[src/rtl/reg_bank_arbiter_pkg.sv]
// Shared constants and the 2-bit to 12-bit code expansion for the capture register bank.
package reg_bank_arbiter_pkg;

    localparam int unsigned DATA_W    = 12;
    localparam int unsigned CODE_W    = 2;
    localparam int unsigned N_DEFAULT = 4;

    typedef enum logic {
        EMPTY = 1'b0,
        FULL  = 1'b1
    } stage_e;

    // Bank replication pattern: b1 fills 11..4 and bit 2, b0 fills bit 3 and 1..0.
    function automatic logic [DATA_W-1:0] expand(input logic [CODE_W-1:0] code);
        return {{8{code[1]}}, code[0], code[1], {2{code[0]}}};
    endfunction

endpackage

[src/rtl/reg_bank_arbiter_rr_pick.sv]
// Rotating-priority picker: first requester at or after ptr, wrapping modulo N.
module rr_pick
    import reg_bank_arbiter_pkg::*;
#(
    parameter int unsigned N   = N_DEFAULT,
    parameter int unsigned IDW = $clog2(N)
) (
    input  logic [N-1:0]   req_i,
    input  logic [IDW-1:0] ptr_i,
    output logic [N-1:0]   grant_o,
    output logic [IDW-1:0] idx_o,
    output logic           any_o
);

    logic [IDW-1:0] k;
    logic           found;

    always_comb begin
        grant_o = '0;
        idx_o   = '0;
        found   = 1'b0;
        k       = '0;
        for (int unsigned i = 0; i < N; i++) begin
            k = IDW'((32'(ptr_i) + i) % N);
            if (!found && req_i[k]) begin
                found      = 1'b1;
                grant_o[k] = 1'b1;
                idx_o      = k;
            end
        end
    end

    assign any_o = |req_i;

endmodule

[src/rtl/reg_bank_arbiter.sv]
// Round-robin load sequencer: grants one requester per load into a registered valid/ready stage.
module reg_bank_arbiter
    import reg_bank_arbiter_pkg::*;
#(
    parameter int unsigned N   = N_DEFAULT,
    parameter int unsigned IDW = $clog2(N)
) (
    input  logic                 i1,
    input  logic                 i2,
    input  logic [N-1:0]         i3,
    input  logic [CODE_W*N-1:0]  i4,
    input  logic                 i5,
    output logic [N-1:0]         o1,
    output logic [DATA_W-1:0]    o2,
    output logic                 o3,
    output logic [IDW-1:0]       o4
);

    stage_e              state_q, state_d;
    logic [DATA_W-1:0]   data_q,  data_d;
    logic [IDW-1:0]      idx_q,   idx_d;
    logic [IDW-1:0]      ptr_q,   ptr_d;

    logic [N-1:0]        win_onehot;
    logic [IDW-1:0]      win_idx;
    logic                win_any;
    logic [CODE_W-1:0]   win_code;
    logic                load_en;

    rr_pick #(
        .N   (N),
        .IDW (IDW)
    ) u_rr_pick (
        .req_i   (i3),
        .ptr_i   (ptr_q),
        .grant_o (win_onehot),
        .idx_o   (win_idx),
        .any_o   (win_any)
    );

    // Accept when empty, or when full and drained on the same edge.
    assign load_en = win_any & ((state_q == EMPTY) | i5);
    assign o1      = (load_en && !i2) ? win_onehot : '0;

    // Code selected by one-hot so the mux stays constant-indexed.
    always_comb begin
        win_code = '0;
        for (int unsigned k = 0; k < N; k++) begin
            if (win_onehot[k]) begin
                win_code = i4[k*CODE_W +: CODE_W];
            end
        end
    end

    always_comb begin
        state_d = state_q;
        data_d  = data_q;
        idx_d   = idx_q;
        ptr_d   = ptr_q;
        if (load_en) begin
            state_d = FULL;
            data_d  = expand(win_code);
            idx_d   = win_idx;
            ptr_d   = (win_idx == IDW'(N-1)) ? '0 : win_idx + IDW'(1);
        end else if (state_q == FULL && i5) begin
            state_d = EMPTY;
        end
    end

    always_ff @(posedge i1 or posedge i2) begin
        if (i2) begin
            state_q <= EMPTY;
            data_q  <= '0;
            idx_q   <= '0;
            ptr_q   <= '0;
        end else begin
            state_q <= state_d;
            data_q  <= data_d;
            idx_q   <= idx_d;
            ptr_q   <= ptr_d;
        end
    end

    assign o2 = data_q;
    assign o3 = (state_q == FULL);
    assign o4 = idx_q;

endmodule

[config.mk]
export PLATFORM = sky130hd
export DESIGN_NAME = reg_bank_arbiter
export DESIGN_NICKNAME = d
export VERILOG_FILES = /design/src/rtl/reg_bank_arbiter_pkg.sv /design/src/rtl/reg_bank_arbiter_rr_pick.sv /design/src/rtl/reg_bank_arbiter.sv
export SDC_FILE = /design/constraint.sdc
export NUM_CORES = 1
export LEC_CHECK = 0
export CAP_MARGIN = 20
export CELL_PAD_IN_SITES_DETAIL_PLACEMENT = 1
export CELL_PAD_IN_SITES_GLOBAL_PLACEMENT = 1
export CORE_UTILIZATION = 35
export CTS_BUF_LIST = sky130_fd_sc_hd__clkbuf_16
export CTS_CLUSTER_SIZE = 14
export DETAILED_ROUTE_END_ITERATION = 6
export HOLD_SLACK_MARGIN = 0.08
export PLACE_DENSITY_LB_ADDON = 0.05
export SYNTH_ARGS = -nofsm -noshare
export SYNTH_HDL_FRONTEND = slang
export SYNTH_SLANG_ARGS = --single-unit
export TNS_END_PERCENT = 10
[constraint.sdc]
create_clock -name i1 -period 4 [get_ports i1]
set_input_delay 0.4 -clock i1 [delete_from_list [all_inputs] [get_ports i1]]
set_output_delay 0.4 -clock i1 [all_outputs]
set_load 0.01 [all_outputs]
[Yosys cells after proc, flatten, opt, wreduce, memory -nomap -nowiden]
Cells that the tools add are included.
Storage, ports and cells
  register bits: 10
  logic and storage cells: 73
  output and inout port bits: 19
Operators by class
  $add $sub $neg: 4
  bitwise logic cells: 6
  mux-type cells: 35
  equal/unequal tests: 1
  $lt $le $gt $ge: 8
  reduce and logical (&&, ||, !) cells: 15
Operators with widths (count)
  2-to-1 mux 4 bit: 5
  2-to-1 mux 2 bit: 9
  2-to-1 mux 1 bit: 13
  < comparator 2 x 3 -> 1 bit (second input constant): 4
  bitwise OR 4 bit: 3
  logical AND 1 bit: 9
  binary-select mux 1 bit (select 2 bit): 4
  demux 1 bit (select 2 bit): 4
  greater-or-equal comparator 2 x 1 -> 1 bit (second input constant): 4
  adder 2 x 1 -> 2 bit (second input constant): 2
  adder 2 bit (second input constant): 2
  zero test 1 bit: 4
  OR reduction 4 bit: 1
  equality test 2 bit (second input constant): 1
  nonzero test 2 bit: 1
  bitwise AND 1 bit: 1
  NOT 1 bit: 1
  bitwise OR 1 bit: 1

[Logic depth before layout (Yosys ltp)]
  depth in word-level cells: 16
  gate-level depth with buffers: 10
  depth with buffers taken out: 8

[Cells and area by module]
A second synthesis with hierarchy kept.
Second synthesis, totals
  cells, all modules: 93
  area, all modules: 885.8 um^2
By module, submodules not included
  reg_bank_arbiter: cells an instance 44, times used 1, area an instance 474.2 um^2
  rr_pick: cells an instance 49, times used 1, area an instance 411.6 um^2

[Worst setup path before layout]
No wires, ideal clock.
  kind: flip-flop to output port
  start point: reg (tool-made name)
  end point: out o1[3]
  required time: 3600 ps
  setup slack: 1088 ps
  data arrival time: 2512 ps
  cell stages (with the launch flop): 10
  cells stage by stage: dfrtp_1 buf_4 inv_1 ha_1 mux4_2 buf_6 nor4b_4 nand2_2 and2_4 nor3_1
RTL lines
  end, declared: line reg_bank_arbiter.sv:13  | output logic [N-1:0] o1,

==> results.txt <==
- Layout Cells excl Fill: 165
- The die is 55.21 um tall.
- From left edge to right edge, the die measures 55.21 um.
- Actual transition at the worst max-transition pin: 0.6097 ns
- The flow ran to the end, and the final reports show no timing, DRC or antenna violations.
- Number of library cell types mapped by synthesis: 46
- By count the netlist is led by sky130_fd_sc_hd__buf_4, sky130_fd_sc_hd__nand2_1, sky130_fd_sc_hd__dfrtp_1, sky130_fd_sc_hd__ha_1, sky130_fd_sc_hd__inv_1.
- For this run, design rule violations remaining after detail routing come to 0.
* Initial detailed-routing violation count: 25
- Switching pwr: 0.5188 mW
* Number of buffers added by the clock tree synthesis step: 3
- The worst path in the final design needs a cycle of 3.544 ns, including I/O delays and setup.
- Cells fill 52.00% of the core in the end.
* Clock tree from TritonCTS: yes
* Type of element launching the critical path: register
- The via count of the first global-routing pass came to 1025.
- The net count of the finished layout is 158.
* Worst slack at placement: 0.4515 ns
- Critical path's top delay family: simple AND/OR/NAND/NOR gates
- Fin crit share: 88.59%
- Post-DP Area: 1256 um^2
* Hold/Removal Path Class: register to register
- In the final routed layout, each cell accounts on average for 17.24 um.
- CP max FO: 10
- Maximum buffer depth of the clock tree: 2
- Number of top-level pins: 34
- Antenna cell count: 0
- Number of buffers inserted by port buffering: 33
- Area share of the largest cell type after synthesis: 17.68%
- The setup path with the least slack is of type register to primary output.
* Ratio of routed vias to standard cells: 5.727
* Synthesized net count: 134
* Portion of total power attributed to the clock network: 14.2%
* Cells after Synth: 112
* Final estimated routing congestion in global placement: 0.7830
* Mapped cell area: 991.0 um^2
* Critical path required time: 3.60 ns
* Number of clock sinks: 7
- Cell internal power was estimated by the tool at 0.6566 mW.
- The detail route stage leaves a number of antenna-violating nets equal to 0.
- Summed over all failing endpoints, the final setup total negative slack is 0 ns.
- # Post-CTS Setup Buffers: 0
- Fraction of final layout cells with drive strength greater than 1: 11.11%
- Crit path setup slack, layout: 0.4563 ns
- Total count of max-transition violations in the final report: 0
* First-pass iteration count of the detailed router: 4
- The first global-routing pass estimated 4968 um of wire.
- Area enclosed by the die boundary: 3048 um^2
- Power density over the cells: 880.4 nW/um^2
- Unrepaired setup endpoints after global routing: false
- Critical Path End Type: primary output
* Layout Area Growth over Synthesis: 34.72%
- After floorplanning, the core was divided into 18 placement rows.
- Max Clk Rate: 282.2 MHz
- Number of maximum-capacitance constraint violations: 0
- The total area inside the core boundary comes to 2567 um^2.
* HPWL reported at the end of detailed placement: 2097 um
- Final design area excluding fillers: 1335 um^2
- Net switching fraction of the power: 44.14%
* Crit path max-delay cell type: sky130_fd_sc_hd__clkdlybuf4s50_1
* Clock-pin slew on the worst setup and hold paths: 0.04 ns
- Total Wirelength: 2845 um
- GR Overflow Total: 0
* IR Drop Worst-Case VDD: 0.4667 mV
* Leading post-synthesis cells by cell area: sky130_fd_sc_hd__dfrtp_1, sky130_fd_sc_hd__ha_1, sky130_fd_sc_hd__buf_4
- Hold buffer count at CTS: 0
* H-tree levels: 1
- Cell chain of the critical path: inv_1 > ha_1 > mux4_2 > nor4b_4 > nand2_2 > and2_4 > nor3_1 > clkdlybuf4s50_1
- The number of antenna violations at the first check in global routing is 0.
- Measured against its own limit, the worst slew margin works out to 58.98%.
- The final route contains 945 vias.
- Clock tree synthesis selected as its root buffer the cell sky130_fd_sc_hd__clkbuf_16.
- Flops & latches, synth: 7
- In this run, the combinational gates consume 74.6% of the power.
* Count of final setup violators: 0
- Most used flip-flop cell after synthesis: sky130_fd_sc_hd__dfrtp_1
- The number of gates resized after CTS was 0.
* Initial cell density of the core: 38.60%
* Total routing resource utilization after global routing: 20.02%
- Layout Skew: 0.0007849 ns
- Of all flip-flops after synthesis, the portion carrying an async set or reset was 100.0%.
- Cell type with the highest aggregate area in the netlist: sky130_fd_sc_hd__dfrtp_1
* Sequential power share: 11.3%
* Proportion of synthesized chip area in sequential cells: 17.68%
* Syn Area/Cell: 8.848 um^2
* Slowest cell delay on critical path: 0.57 ns
* Buffers & Inverters on Critical Path: 2
* Post-synth EDFFs: 0
- The number of placed instances, taps included, is 161.
* Static leakage: 0.5337 nW
- Yosys Warn Count: 0
* Arr. time, crit path: 3.14 ns
* Endpoints failing hold: 0
* Pin count of the biggest net entering global routing: 15
- Clock latency reported for the late side of the worst-skew pair: 0.23 ns
-- through the flow --
stage / power [mW] / hold WS [ns]
2_1_floorplan: 0.7856 / 0.2085
5_1_grt: 1.272 / 0.5073
3_3_place_gp: 0.9876 / 0.4596
6_report: 1.175 / 0.4740
4_1_cts: 1.181 / 0.4805
3_5_place_dp: 1.002 / 0.4645
-- power by group through the flow --
stage	logic [mW]	clock network, mW	registers, mW
after floorplan	0.638	0	0.147
after global placement	0.858	0	0.129
after detailed placement	0.870	0	0.133
after CTS	0.879	0.168	0.134
after global routing	0.959	0.173	0.140
final	0.876	0.166	0.133
-- metal layers --
metal / vias up / wire length, um / global-route usage [%]
met1: 470 / 1300 / 25.88
met3: 0 / 80 / 2.576
met5: - / 0 / 0
met4: 0 / 0 / 3.214
met2: 20 / 1464 / 35.97
li1: 455 / - / -
-- logic make-up (layout without fill, tap and decap cells) --
family,count (synthesis),count (layout),synth area share [%]
simple gates,40,40,24.75
compound gates,30,30,23.11
buf+inv,22,45,14.14
fa+ha+maj,7,7,8.838
flops,7,7,17.68
mux,5,5,10.61
xor+xnor,1,1,0.8840
-- worst reg2reg max path: stages (launching register included) --
cell and delay, ns:
sky130_fd_sc_hd__dfrtp_1 0.37, sky130_fd_sc_hd__inv_1 0.21, sky130_fd_sc_hd__ha_1 0.36, sky130_fd_sc_hd__mux4_2 0.46
sky130_fd_sc_hd__nor4b_4 0.49, sky130_fd_sc_hd__nand2_2 0.13, sky130_fd_sc_hd__and2_4 0.19, sky130_fd_sc_hd__and3_4 0.17
sky130_fd_sc_hd__a32oi_1 0.22
-- area by class of cell --
class / instances / area, um^2
Multi-Input combinational cell: 83 / 675.6
Clock buffer: 3 / 75.07
Inverter: 6 / 22.52
Clock inverter: 1 / 3.754
Sequential cell: 7 / 175.2
Timing Repair Buffer: 35 / 345.3
Fill cell: 305 / 1232
Tap cell: 30 / 37.54
-- cells in the final DEF (no fill, tap or decap), types with 2 or more instances in the layout --
cell type and count:
sky130_fd_sc_hd__a21o_1 2, sky130_fd_sc_hd__a21oi_1 2, sky130_fd_sc_hd__a221o_1 2, sky130_fd_sc_hd__a221oi_1 2, sky130_fd_sc_hd__a22oi_1 2, sky130_fd_sc_hd__a32oi_1 2, sky130_fd_sc_hd__buf_4 2, sky130_fd_sc_hd__clkbuf_16 3
sky130_fd_sc_hd__clkdlybuf4s50_1 33, sky130_fd_sc_hd__dfrtp_1 7, sky130_fd_sc_hd__ha_1 7, sky130_fd_sc_hd__inv_1 7, sky130_fd_sc_hd__mux4_2 3, sky130_fd_sc_hd__nand2_1 11, sky130_fd_sc_hd__nand2b_1 4, sky130_fd_sc_hd__nand3_1 3
sky130_fd_sc_hd__nand3b_1 2, sky130_fd_sc_hd__nor2_1 2, sky130_fd_sc_hd__nor2b_1 3, sky130_fd_sc_hd__nor3_1 4, sky130_fd_sc_hd__o211ai_1 4, sky130_fd_sc_hd__o21a_1 2, sky130_fd_sc_hd__o21ai_0 3, sky130_fd_sc_hd__o221ai_1 2
sky130_fd_sc_hd__or3_1 2
-- final timing paths --
path	start	endpoint	slack, ns	cells past startpoint
worst max-delay path	register	o1[3]	0.46	8
worst min-delay path	o4[1]	o4[1]	0.47	2
worst max register to register	register	o2[2]	1.31	8
worst min register to register	o4[1]	o4[1]	0.47	2
max in group asynchronous	i2	o2[3]	3.23	2
min in group asynchronous	i2	o2[2]	0.55	2
Power figures use the tool's default switching activity.
